File: src/rtl/dmux4_stream.sv
// -----------------------------------------------------------------------------
// dmux4_stream
//   1-to-4 registered demultiplexer. One producer on a valid/ready channel is
//   steered to one of four consumers chosen by in_sel. Each output channel has
//   a one-entry holding register, its own backpressure and a counter of words
//   delivered on that channel.
//
// Ports
//   clk        rising-edge clock
//   rst_n      asynchronous active-low reset
//   in_valid   producer offers a word
//   in_ready   block accepts the word this cycle (depends on addressed channel)
//   in_sel     destination channel 0..3, sampled together with in_data
//   in_data    word to route
//   out_valid  bit k: channel k holds a word
//   out_ready  bit k: consumer k takes the word this cycle
//   out_data   channel k word at bits [k*WIDTH +: WIDTH]
//   out_count  channel k delivered-word count at bits [k*CNT_W +: CNT_W]
// -----------------------------------------------------------------------------
module dmux4_stream #(
    parameter int WIDTH = 16,
    parameter int CNT_W = 8
) (
    input  logic                 clk,
    input  logic                 rst_n,
    input  logic                 in_valid,
    output logic                 in_ready,
    input  logic [1:0]           in_sel,
    input  logic [WIDTH-1:0]     in_data,
    output logic [3:0]           out_valid,
    input  logic [3:0]           out_ready,
    output logic [4*WIDTH-1:0]   out_data,
    output logic [4*CNT_W-1:0]   out_count
);

    logic [3:0]             buf_valid_q, buf_valid_d;
    logic [3:0][WIDTH-1:0]  buf_data_q,  buf_data_d;
    logic [3:0][CNT_W-1:0]  cnt_q,       cnt_d;
    logic                   accept;
    logic [3:0]             fill;
    logic [3:0]             drain;

    // Only the addressed channel gates the producer: a stalled channel never
    // blocks traffic headed elsewhere. A full channel that is draining this
    // cycle can still take a new word, giving one word per cycle per channel.
    assign in_ready = !buf_valid_q[in_sel] || out_ready[in_sel];
    assign accept   = in_valid && in_ready;

    always_comb begin
        buf_valid_d = buf_valid_q;
        buf_data_d  = buf_data_q;
        cnt_d       = cnt_q;
        fill        = '0;
        drain       = '0;
        for (int k = 0; k < 4; k++) begin
            drain[k] = buf_valid_q[k] && out_ready[k];
            fill[k]  = accept && (in_sel == 2'(k));
            // Fill wins over drain so a simultaneous drain+fill keeps the
            // buffer occupied with the new word.
            if (fill[k]) begin
                buf_valid_d[k] = 1'b1;
                buf_data_d[k]  = in_data;
            end else if (drain[k]) begin
                buf_valid_d[k] = 1'b0;
            end
            if (drain[k]) begin
                cnt_d[k] = cnt_q[k] + CNT_W'(1);
            end
        end
    end

    always_ff @(posedge clk or negedge rst_n) begin
        if (!rst_n) begin
            buf_valid_q <= '0;
            buf_data_q  <= '0;
            cnt_q       <= '0;
        end else begin
            buf_valid_q <= buf_valid_d;
            buf_data_q  <= buf_data_d;
            cnt_q       <= cnt_d;
        end
    end

    // Outputs come straight from registers; no path from in_data to out_data.
    assign out_valid = buf_valid_q;
    assign out_data  = buf_data_q;
    assign out_count = cnt_q;

endmodule

File: config.mk
export PLATFORM = sky130hd
export DESIGN_NAME = dmux4_stream
export DESIGN_NICKNAME = d
export VERILOG_FILES = /design/src/rtl/dmux4_stream.sv
export SDC_FILE = /design/constraint.sdc
export NUM_CORES = 1
export LEC_CHECK = 0
export ABC_AREA = 1
export CORE_MARGIN = 2
export CORE_UTILIZATION = 48
export CTS_CLUSTER_DIAMETER = 60
export DETAILED_ROUTE_END_ITERATION = 7
export PLACE_DENSITY = 0.9
export SLEW_MARGIN = 20
export SYNTH_ARGS = -nofsm -noshare
export SYNTH_HDL_FRONTEND = slang
export SYNTH_SLANG_ARGS = --single-unit
File: constraint.sdc
create_clock -name clk -period 1.5 [get_ports clk]
set_input_delay 0.3 -clock clk [delete_from_list [all_inputs] [get_ports clk]]
set_output_delay 0.3 -clock clk [all_outputs]
set_load 0.02 [all_outputs]
# After elaboration in Yosys (flattened, before gate mapping)
# Index checks and enable logic that the tools add are counted.
[word_totals] latch_bits=0 out_inout_bits=101 elab_cells=48 memories=0 register_bits=100 input_bits=25 ram_bits=0 mem_bits_ro=0
[op_classes] div=0 n_bitwise=0 reduce_logical=16 magnitude_cmp=1 addsub=4 n_mux=12 multipliers=0 shifts=0 eq_ne=3
[ops] op="8-bit by 1-bit adder with 8-bit output, second input constant" n=4
[ops] op="1-bit two-way mux" n=10
[ops] op="1-bit logical AND" n=9
[ops] op="2-bit nonzero test" n=4
[ops] op="1-bit binary-select mux with 2-bit select" n=2
[ops] op="2-bit == test, second input constant" n=2
[ops] op="2-bit by 3-bit < comparator with 1-bit output, second input constant" n=1
[ops] op="2-bit by 1-bit == test with 1-bit output, second input constant" n=1
[ops] op="2-bit zero test" n=1
[ops] op="1-bit zero test" n=1
[ops] op="1-bit logical OR" n=1

# Logic depth before layout (Yosys ltp)
# Gate-level depths: netlist (run 1).
[depth] ltp_word=7 ltp_mapped=11 ltp_nobuf=9

# Worst setup path before layout (run 1)
# No wires, ideal clock.
[synth_path] path_kind="reg-to-output" start="register buf_valid_q[3], in the netlist out_valid[3]" end="output in_ready" arrival_ps=1096 required_ps=1200 path_slack_ps=104 stages_incl_launch_ff=7 cell_sequence="dfrtp_1 > nand2_1 > nand2_1 > nand2_1 > nand2_2 > nand2_8 > buf_2"
[synth_via] elab_chain_cells=4
[synth_lines] element="start: declaration" line_no="36" rtl="logic [3:0] buf_valid_q, buf_valid_d;"
[synth_lines] element="start signal: assignment" line_no="78" rtl="buf_valid_q <= buf_valid_d;"
[synth_lines] element="1-bit binary-select mux with 2-bit select" line_no="46" rtl="assign in_ready = !buf_valid_q[in_sel] || out_ready[in_sel];"
[synth_lines] element="1-bit two-way mux (not written as such)" line_no="46"
[synth_lines] element="1-bit zero test" line_no="46"
[synth_lines] element="1-bit logical OR" line_no="46"
[synth_lines] element="end: declaration" line_no="27" rtl="output logic in_ready,"
# No other way between the ends. The select of a mux whose other input is x is not followed.

# Worst setup path in the final report (run 1)
[layout_path] start="input in_sel[1]" end="output in_ready"
[layout_via] elab_chain_cells=4 word_cells_on_any_way=6 classes_between="mux: 4; reduce/logical: 2"
[layout_lines] element="start: declaration" line_no="28" rtl="input logic [1:0] in_sel,"
[layout_lines] element="1-bit binary-select mux with 2-bit select" line_no="46"
[layout_lines] element="1-bit two-way mux (not written as such)" line_no="46"
[layout_lines] element="1-bit zero test" line_no="46"
[layout_lines] element="1-bit logical OR (*)" line_no="46"
# Mark *: on every way between the ends. The rest lies on a longest branch, timed or not. The select of a mux whose other input is x is not followed.

==> implementation parameters, run 1 <==
Parameter                              Value

Yosys
  Yosys warning count    0
  Nets in the synthesized netlist    between 500 and 600
  Number of enable flip-flop cells after synthesis    0
  Count of different cell masters after synthesis    30
  Sequential cell area fraction in the yosys report    a little under three fifths
  Most frequently used flop master after synthesis    sky130_fd_sc_hd__dfrtp_1
  Post-synthesis cell count    473
  Avg Inst Size Synth    9.47 um^2
  Async set-reset flop share out of synthesis    between 90% and 100%
  Seq cells post-synth    100
  Netlist area before placement    4480 um^2

Placement
  Total half-perimeter wirelength after legalization and detailed placement    8890 um
  GP Congestion    0.839
  # port buffers    125

Clocking
  CTS clock-pin slew for the worst setup and hold paths    0.10 ns
  TritonCTS clock tree    done
  Number of sinks on the clock net    100
  Latest clock arrival within the worst-skew pair    ~0.37 ns
  Cell at the root of the clock tree    sky130_fd_sc_hd__clkbuf_8
  Number of buffers created by CTS    9
  H-tree depth    3
  Clock tree buffer depth    2

Finish
  Number of antenna cells inserted    0
  Post-layout nets    661
  Relative area change from synthesis to final layout    38.1%
  Fraction of final layout cells with drive strength greater than 1    14.3%
  # fillers    763

Setup path
  Crit path to    in_ready
  Endpoint of the lowest-slack register-to-register path    out_data[28]
  Top fanout value on the critical path    5
  Endpoint arrival time on the critical path    1.29 ns
  Critical setup path kind    input port to output port
  Reg2Reg Launch Point    out_valid[3]
  Type of element launching the critical path    input port
  Critical Path End Type    output port
  Critical path startpoint    in_sel[1]
  Worst Path Required    between 1 and 1.5 ns
  Setup slack of the most critical reg-to-reg path    about 0.040 ns
  Cell count of the worst reg-to-reg path    9

Die
  Horiz. Die Dim    101 um
  Starting density of the core    around 50%
  Full die area    approximately 10000 um^2
  Row count    35
  Chip Height    101 um
  Ports placed on the boundary    around 130
  Area inside the core boundary    9150 um^2

Timing
  Max frequency    628 MHz
  Final cycle utilization of the critical path    106%
  Number of hold violations in the final report    0
  Minimum clock period after layout    between 1.5 and 2 ns
  Relative max-transition margin    around 69%
  Setup repair after global routing missed its margin    yes
  Final setup slack of the worst path    -0.0912 ns
  Least-Margin Pin Slew    between 0.4 and 0.5 ns
  Total negative slack for setup checks    -0.0912 ns
  Worst Clk Skew    0.0114 ns
  Fin. max-slew vios    0
  Number of failing setup endpoints in the final timing report    1

Status
  Outcome    complete, but fails checks
  Violations in the final reports    setup timing

Routing
  DRC violation count after routing    0
  DRC marker count from the first detailed-route iteration    250
  Overall routed net length    approximately 13000 um
  Via density per instance    roughly 5.4
  Average routed wire per standard cell    16.8 um
  Remaining antenna violation count    0
  Vias post-DR    4058
  Number of iterations in the first detailed-routing pass    4

Global route
  Aggregate global routing overflow    0
  GRT Util Overall    25.8%
  Wire length of the first global-routing pass    around 20000 um
  Via count of the first global-routing pass    just over 4000
  Antenna violations before repair    0
  Largest net degree at the start of global routing    51

Power
  Post-layout total power    roughly 8.4 mW
  Power per cell area    1360 nW/um^2
  Static leakage    3.34 nW
  Peak ir drop on the vdd network    about 0.00058 V

Flow run
  Max capacitance violation total    0

Min path
  Worst hold path type    input port to async pin
[synthesized netlist by cell type (4+ instances only)]
master | n | share of area (%)
sky130_fd_sc_hd__ha_1 | 4 | 1.1
sky130_fd_sc_hd__nand3_4 | 4 | 1.6
sky130_fd_sc_hd__o21ai_1 | 4 | 0.45
sky130_fd_sc_hd__buf_2 | 6 | 0.67
sky130_fd_sc_hd__clkbuf_1 | 4 | 0.34
sky130_fd_sc_hd__nand4_1 | 65 | 9.1
sky130_fd_sc_hd__nor2_1 | 10 | 0.84
sky130_fd_sc_hd__xor2_1 | 19 | 3.7
sky130_fd_sc_hd__nand3_1 | 12 | 1.3
sky130_fd_sc_hd__buf_6 | 7 | 1.8
sky130_fd_sc_hd__o21ai_0 | 4 | 0.45
sky130_fd_sc_hd__xnor2_1 | 4 | 0.78
sky130_fd_sc_hd__buf_1 | 6 | 0.50
sky130_fd_sc_hd__nand2_2 | 4 | 0.56
sky130_fd_sc_hd__nand2_1 | 173 | 15
sky130_fd_sc_hd__inv_1 | 27 | 2.3
sky130_fd_sc_hd__dfrtp_1 | 100 | 56
[through the flow]
step,worst slack [ns],cell area (um^2),cells,hold WS (ns),utilization [%]
floorplan,0.104,4480,473,0.00441,-
global placement,-0.732,6010,724,0.172,65.7
detailed placement,-0.830,6010,724,0.176,65.7
CTS,-0.0743,6170,747,0.320,67.4
global route,-0.135,6190,748,0.345,67.6
finish,-0.0912,6190,748,0.335,67.6
[repair_timing]
action | in CTS | in global routing
endpoints found under the hold margin | 13 | 0
buffers inserted | 2 | 1
gates cloned | 4 | 0
resized for setup | 123 | 12
pin swaps | 5 | 6
hold buffers | 1 | 0
endpoints found under the setup margin | 169 | 74
[critical path, stage by stage]
cell and delay (ns):
sky130_fd_sc_hd__dlygate4sd2_1 0.24, sky130_fd_sc_hd__buf_6 0.13, sky130_fd_sc_hd__buf_4 0.13, sky130_fd_sc_hd__nand3_2 0.06
sky130_fd_sc_hd__nand2_2 0.06, sky130_fd_sc_hd__nor2_4 0.16, sky130_fd_sc_hd__nand2_8 0.07, sky130_fd_sc_hd__buf_6 0.13
[placed cells by master (no fill, tap or decap), types with 5 or more instances in the layout]
cell                                n
sky130_fd_sc_hd__clkbuf_8           9
sky130_fd_sc_hd__nand4_1           65
sky130_fd_sc_hd__nor2_1            10
sky130_fd_sc_hd__clkdlybuf4s50_1   19
sky130_fd_sc_hd__xor2_1            19
sky130_fd_sc_hd__dfrtp_1          100
sky130_fd_sc_hd__nand2_1          172
sky130_fd_sc_hd__buf_4             36
sky130_fd_sc_hd__dlygate4sd2_1     96
sky130_fd_sc_hd__nand3_4            8
sky130_fd_sc_hd__inv_1             27
sky130_fd_sc_hd__nand3_1           12
sky130_fd_sc_hd__buf_6              5
[registers in the layout (all words and copies together), names as in the netlist]
name       cells
out_count     32
out_data      64
out_valid      4
[layer usage]
metal	vias to the layer above	routed length (um)	track usage, %
met5	-	0	0
met4	0	215	8.54
met3	25	978	7.21
met2	148	6390	43.4
met1	1996	4980	32.0
li1	1889	-	-
[logic make-up (layout without fill, tap and decap cells)]
family	Yosys count	in the layout	share of synthesized area (%)
multiplexers	2	2	0.503
buffers and inverters	55	215	6.45
XOR/XNOR	23	23	4.50
AND/OR/NAND/NOR	279	283	30.3
adder cells (fa/ha/maj)	4	4	1.12
flip-flops	100	100	55.9
AO/OA/AOI/OAI	10	10	1.23
[where the power goes]
group	internal (mW)	switching (mW)
Clock	0.612	0.937
Combinational	1.16	1.90
Sequential	3.33	0.492
Total	5.10	3.33
[final cells by class]
class                      instances  area [um^2]  share of cell area, %
clock buffer                      11          131                   2.12
clock inverter                     5         36.3                  0.587
inverter                          30          115                   1.86
multi-input combinational        322         1760                   28.5
sequential                       100         2500                   40.5
tap                              111          139                   2.25
timing repair buffer             169         1500                   24.2
[how the worst min path moves through the flow]
stage	to	slack, ns	cells past startpoint
floorplan	out_count[0]	0.004	0
detailed placement	out_count[21]	0.18	1
CTS	out_count[21]	0.32	2
global placement	out_count[21]	0.17	1
global route	out_count[21]	0.35	2
finish	out_count[20]	0.33	2
Power figures use the tool's default switching activity.
==> run 2: changes to the inputs <==
--- a/config.mk
+++ b/config.mk
@@ -10,6 +10,7 @@
 export CORE_UTILIZATION = 48
 export CTS_CLUSTER_DIAMETER = 60
 export DETAILED_ROUTE_END_ITERATION = 7
+export GPL_TIMING_DRIVEN = 0
 export PLACE_DENSITY = 0.9
 export SLEW_MARGIN = 20
 export SYNTH_ARGS = -nofsm -noshare
==> run 2 against run 1 <==
Compared with the run above:
- the run still ends with setup timing left
- sequential power about the same
- sequential share of layout area up 0.97 points
- critical path depth down 1
- via count down 2.5%
- first-iteration DRC count down 26%
- global-route usage down 1.3 points
- power up 1.9%
- clock skew up 0.0013 ns
- clock power up 14%
- non-clock buffer count down 13
- wire length down 6.4%
- critical endpoint unchanged
- flip-flop and latch count unchanged
==> implementation parameters, run 2 (synthesis results as in run 1) <==
Parameter                              Value

Clocking
  Latest clock arrival within the worst-skew pair    0.37 ns
  Clock tree buffer depth    2
  TritonCTS clock tree    done
  H-tree depth    3
  Number of buffers created by CTS    9
  Cell at the root of the clock tree    sky130_fd_sc_hd__clkbuf_8
  CTS clock-pin slew for the worst setup and hold paths    ~0.10 ns
  Number of sinks on the clock net    100

Timing
  Hold slack    0.295 ns
  Number of failing setup endpoints in the final timing report    12
  Total negative slack for setup checks    -0.251 ns
  Number of hold violations in the final report    0
  Fin. max-slew vios    0
  Final cycle utilization of the critical path    109%
  Relative max-transition margin    68.2%
  Final setup slack of the worst path    -0.128 ns
  Worst Clk Skew    0.0128 ns
  Minimum clock period after layout    1.63 ns
  Setup repair after global routing missed its margin    yes
  Max frequency    614 MHz
  Least-Margin Pin Slew    0.477 ns

Min path
  Worst hold path type    input port to flop

Global route
  Aggregate global routing overflow    0
  Via count of the first global-routing pass    approximately 3900
  Wire length of the first global-routing pass    19200 um
  GRT Util Overall    24.4%
  Antenna violations before repair    0
  Largest net degree at the start of global routing    76

Routing
  Average routed wire per standard cell    16.1 um
  Via density per instance    about 5.4
  Vias post-DR    3957
  DRC violation count after routing    0
  Number of iterations in the first detailed-routing pass    5
  DRC marker count from the first detailed-route iteration    around 180
  Overall routed net length    11800 um
  Remaining antenna violation count    0

Flow run
  Max capacitance violation total    0

Placement
  # port buffers    122
  GP Congestion    0.925
  Instance area at placement    just under 6000 um^2
  Total half-perimeter wirelength after legalization and detailed placement    between 8000 and 9000 um

Die
  Ports placed on the boundary    126
  Row count    35
  Full die area    10100 um^2
  Area inside the core boundary    slightly above 9000 um^2
  Horiz. Die Dim    101 um
  Chip Height    around 100 um
  Starting density of the core    48.9%

Setup path
  Delay contributed by the slowest stage of the critical path    approximately 0.38 ns
  CP Cell Sequence    nand2_1, nand2_1, nand2_1, nand2_2, nand2_8, buf_8, buf_6
  Critical Path End Type    output port
  Endpoint arrival time on the critical path    ~1.3 ns
  Top fanout value on the critical path    4
  Most common cell type on the critical path    sky130_fd_sc_hd__nand2_1
  Slowest library cell on the worst path    sky130_fd_sc_hd__dfrtp_1
  Worst Path Required    1.20 ns
  Critical setup path kind    flop to output port
  Type of element launching the critical path    flop

Finish
  Commonest non-fill, non-tap cells in the layout    172 x sky130_fd_sc_hd__nand2_1, 100 x sky130_fd_sc_hd__dfrtp_1, 99 x sky130_fd_sc_hd__dlygate4sd2_1
  Number of antenna cells inserted    0
  Number of flip-flops in the largest register    64
  Final design instance area without fill    6040 um^2
  # fillers    759
  Commonest non-fill, non-tap cell in the layout    sky130_fd_sc_hd__nand2_1
  Post-layout nets    approximately 640
  Fraction of final layout cells with drive strength greater than 1    between 10 and 15%
  Relative area change from synthesis to final layout    34.9%

Status
  Violations in the final reports    setup timing
  Outcome    complete, but fails checks

Power
  Power per cell area    between 1000 and 1500 nW/um^2
  Post-layout total power    ~8.6 mW
  Static leakage    3.25 nW
  Peak ir drop on the vdd network    0.000596 V
[run 2: timing repair]
item                                    CTS  global route
hold buffers                              1             0
buffers inserted                          5             4
resized for setup                       118            12
endpoints found under the setup margin  105            67
endpoints found under the hold margin    25             0
pin swaps                                 1             2
[run 2: path summary, 6_finish.rpt]
check | startpoint | to | slack, ns | cells past startpoint
min | in_sel[1] | out_data[0] | 0.29 | 4
max reg2reg | out_valid[0] | out_data[52] | -0.03 | 10
max in group asynchronous | rst_n | out_data[2] | 0.51 | 3
min in group asynchronous | rst_n | out_data[52] | 0.36 | 2
min reg2reg | out_data[51] | out_data[51] | 0.48 | 2
max | out_valid[3] | in_ready | -0.13 | 7
[run 2: cell type report]
type | instances | area (um^2) | share of cell area [%]
clock buffers | 9 | 124 | 2.05
inverters | 30 | 115 | 1.91
flip-flops and latches | 100 | 2500 | 41.4
plain buffers | 23 | 176 | 2.92
well taps | 111 | 139 | 2.30
clock inverters | 7 | 73.8 | 1.22
repair buffers | 133 | 1200 | 19.9
multi-input cells | 318 | 1710 | 28.3
[run 2: per-stage QoR]
stage | setup WS, ns | instances | utilization, %
after global placement | -3.44 | 706 | 63.8
after detailed placement | -0.920 | 707 | 64.1
final | -0.128 | 731 | 66.0
after CTS | -0.179 | 727 | 65.4
after floorplan | 0.104 | 473 | -
after global routing | -0.185 | 731 | 66.0
[run 2: where the power goes]
group / internal [mW] / switching (mW)
clock: 0.781 / 0.974
sequential: 3.33 / 0.479
combinational: 1.14 / 1.88
total: 5.25 / 3.33
[run 2: worst max-delay path, delay by kind of cell (launching register included)]
family / cells / cell delay [ns]
DFF: 1 / 0.38
and+or+nand+nor: 5 / 0.35
buffers and inverters: 2 / 0.24
[run 2: per-layer routing]
layer	wire, um	track usage (%)	vias up
met4	356	9.59	0
met3	908	5.55	31
li1	-	-	1841
met1	4950	32.6	1898
met5	0	0	-
met2	5550	38.9	187
==> run 3: changes to the inputs <==
--- a/config.mk
+++ b/config.mk
@@ -6,12 +6,14 @@
 export NUM_CORES = 1
 export LEC_CHECK = 0
 export ABC_AREA = 1
+export CAP_MARGIN = 10
 export CORE_MARGIN = 2
 export CORE_UTILIZATION = 48
 export CTS_CLUSTER_DIAMETER = 60
 export DETAILED_ROUTE_END_ITERATION = 7
 export GPL_TIMING_DRIVEN = 0
 export PLACE_DENSITY = 0.9
+export RECOVER_POWER = 50
 export SLEW_MARGIN = 20
 export SYNTH_ARGS = -nofsm -noshare
 export SYNTH_HDL_FRONTEND = slang
==> run 3 against run 2 <==
Compared with the run above:
- the run still ends with setup timing left
- first-iteration DRC count shrank 4.3%
- sequential share of layout area up 0.17 points
- wire length about the same
- clock power about the same
- clock skew about the same
- sequential power about the same
- largest cell class unchanged
- largest power group unchanged
==> implementation parameters, run 3 (synthesis results as in run 1) <==
Parameter                              Value

Status
  Outcome    complete, but fails checks
  Violations in the final reports    setup timing

Timing
  Setup repair after global routing missed its margin    yes
  Final setup slack of the worst path    -0.123 ns
  Minimum clock period after layout    1.62 ns
  Total negative slack for setup checks    -0.225 ns
  Relative max-transition margin    53.9%
  Fin. max-slew vios    0
  Number of hold violations in the final report    0
  Number of failing setup endpoints in the final timing report    10
  Max frequency    616 MHz
  Worst Clk Skew    0.0127 ns
  Final cycle utilization of the critical path    108%
  Least-Margin Pin Slew    approximately 0.69 ns

Setup path
  Top fanout value on the critical path    4
  Endpoint arrival time on the critical path    roughly 1.3 ns
  Critical path startpoint    out_valid[3]
  Endpoint of the lowest-slack register-to-register path    out_data[1]
  Cell count of the worst reg-to-reg path    10
  Critical Path End Type    output port
  Worst Path Required    1.20 ns
  Reg2Reg Launch Point    out_valid[0]
  Critical setup path kind    flop to output port
  Setup slack of the most critical reg-to-reg path    -0.02 ns
  Type of element launching the critical path    flop

Die
  Horiz. Die Dim    101 um
  Row count    35
  Chip Height    101 um
  Starting density of the core    about half
  Area inside the core boundary    9150 um^2
  Ports placed on the boundary    126
  Full die area    10100 um^2

Global route
  Antenna violations before repair    0
  Aggregate global routing overflow    0
  Wire length of the first global-routing pass    roughly 19000 um
  Largest net degree at the start of global routing    76
  GRT Util Overall    24.4%
  Via count of the first global-routing pass    3851

Clocking
  Latest clock arrival within the worst-skew pair    0.37 ns
  Number of sinks on the clock net    100
  TritonCTS clock tree    done
  H-tree depth    3
  Cell at the root of the clock tree    sky130_fd_sc_hd__clkbuf_8
  Number of buffers created by CTS    9
  Clock tree buffer depth    2
  CTS clock-pin slew for the worst setup and hold paths    roughly 0.10 ns

Finish
  Commonest non-fill, non-tap cell in the layout    sky130_fd_sc_hd__nand2_1
  Relative area change from synthesis to final layout    34.3%
  Number of antenna cells inserted    0
  Fraction of final layout cells with drive strength greater than 1    10.6%
  Post-layout nets    644
  Number of flip-flops in the largest register    64
  Commonest non-fill, non-tap cells in the layout    172 x sky130_fd_sc_hd__nand2_1, 100 x sky130_fd_sc_hd__dfrtp_1, 99 x sky130_fd_sc_hd__dlygate4sd2_1

Power
  Post-layout total power    8.57 mW
  Power per cell area    roughly 1400 nW/um^2
  Static leakage    around 3.2 nW
  Peak ir drop on the vdd network    0.000596 V

Routing
  Overall routed net length    11700 um
  Met2 layer wire length in the routed design    5570 um
  Remaining antenna violation count    0
  Average routed wire per standard cell    16.1 um
  Top Layer Used    met4
  DRC marker count from the first detailed-route iteration    roughly 180
  Routed metal-1 wire length    slightly below 5000 um
  Vias post-DR    3962
  Number of iterations in the first detailed-routing pass    5
  Routed wl met3    roughly 900 um
  DRC violation count after routing    0
  Via density per instance    ~5.4

Flow run
  Max capacitance violation total    0

Placement
  GP Congestion    0.925
  Post-Place Worst Slack    -0.920 ns
  # port buffers    122
  Total half-perimeter wirelength after legalization and detailed placement    8620 um

Min path
  Depth of the worst hold-timing path    4
  Worst Hold Path EP    out_data[0]
  Worst hold path type    input port to flop
  Source of the worst hold timing path    in_sel[1]
run 3: worst max path at each step:
stage,end
5_1_grt,in_ready
3_3_place_gp,out_data[56]
3_5_place_dp,in_ready
2_1_floorplan,in_ready
6_report,in_ready
4_1_cts,in_ready
run 3: per-layer routing:
metal,vias up,global-route usage [%]
met4,0,9.59
met1,1904,32.6
met3,31,5.55
met5,-,0
met2,185,38.9
li1,1842,-
run 3: per-stage QoR:
step | std cells | hold WS, ns | area, um^2 | util, %
after floorplan | 473 | 0.00441 | 4480 | -
after global placement | 706 | 0.455 | 5840 | 63.8
after detailed placement | 707 | 0.185 | 5870 | 64.1
after CTS | 727 | 0.277 | 5990 | 65.4
after global routing | 731 | 0.305 | 6020 | 65.7
final | 731 | 0.295 | 6020 | 65.7
run 3: area by class of cell:
cell class	instances	area, um^2
Tap cell	111	139
Fill cell	769	3140
Buffer	23	176
Clock buffer	9	124
Inverter	30	115
Clock inverter	7	73.8
Multi-Input combinational cell	318	1710
Sequential cell	100	2500
Timing Repair Buffer	133	1180
run 3: power breakdown:
part	switching, mW	internal, mW
Clock	0.968	0.781
Combinational	1.88	1.13
Sequential	0.480	3.33
run 3: what timing repair did:
action / 4_1_cts / 5_1_grt
resized for setup: 118 / 12
setup endpoints to repair: 105 / 67
pin swaps: 1 / 2
hold buffers: 1 / 0
endpoints found under the hold margin: 25 / 0
setup buffers: 5 / 4
run 3: worst max-delay path, stage by stage (launching register included):
cell	delay [ns]
sky130_fd_sc_hd__dfrtp_1	0.38
sky130_fd_sc_hd__nand2_1	0.06
sky130_fd_sc_hd__nand2_1	0.06
sky130_fd_sc_hd__nand2_1	0.06
sky130_fd_sc_hd__nand2_2	0.11
sky130_fd_sc_hd__nand2_8	0.06
sky130_fd_sc_hd__buf_8	0.12
sky130_fd_sc_hd__buf_6	0.12
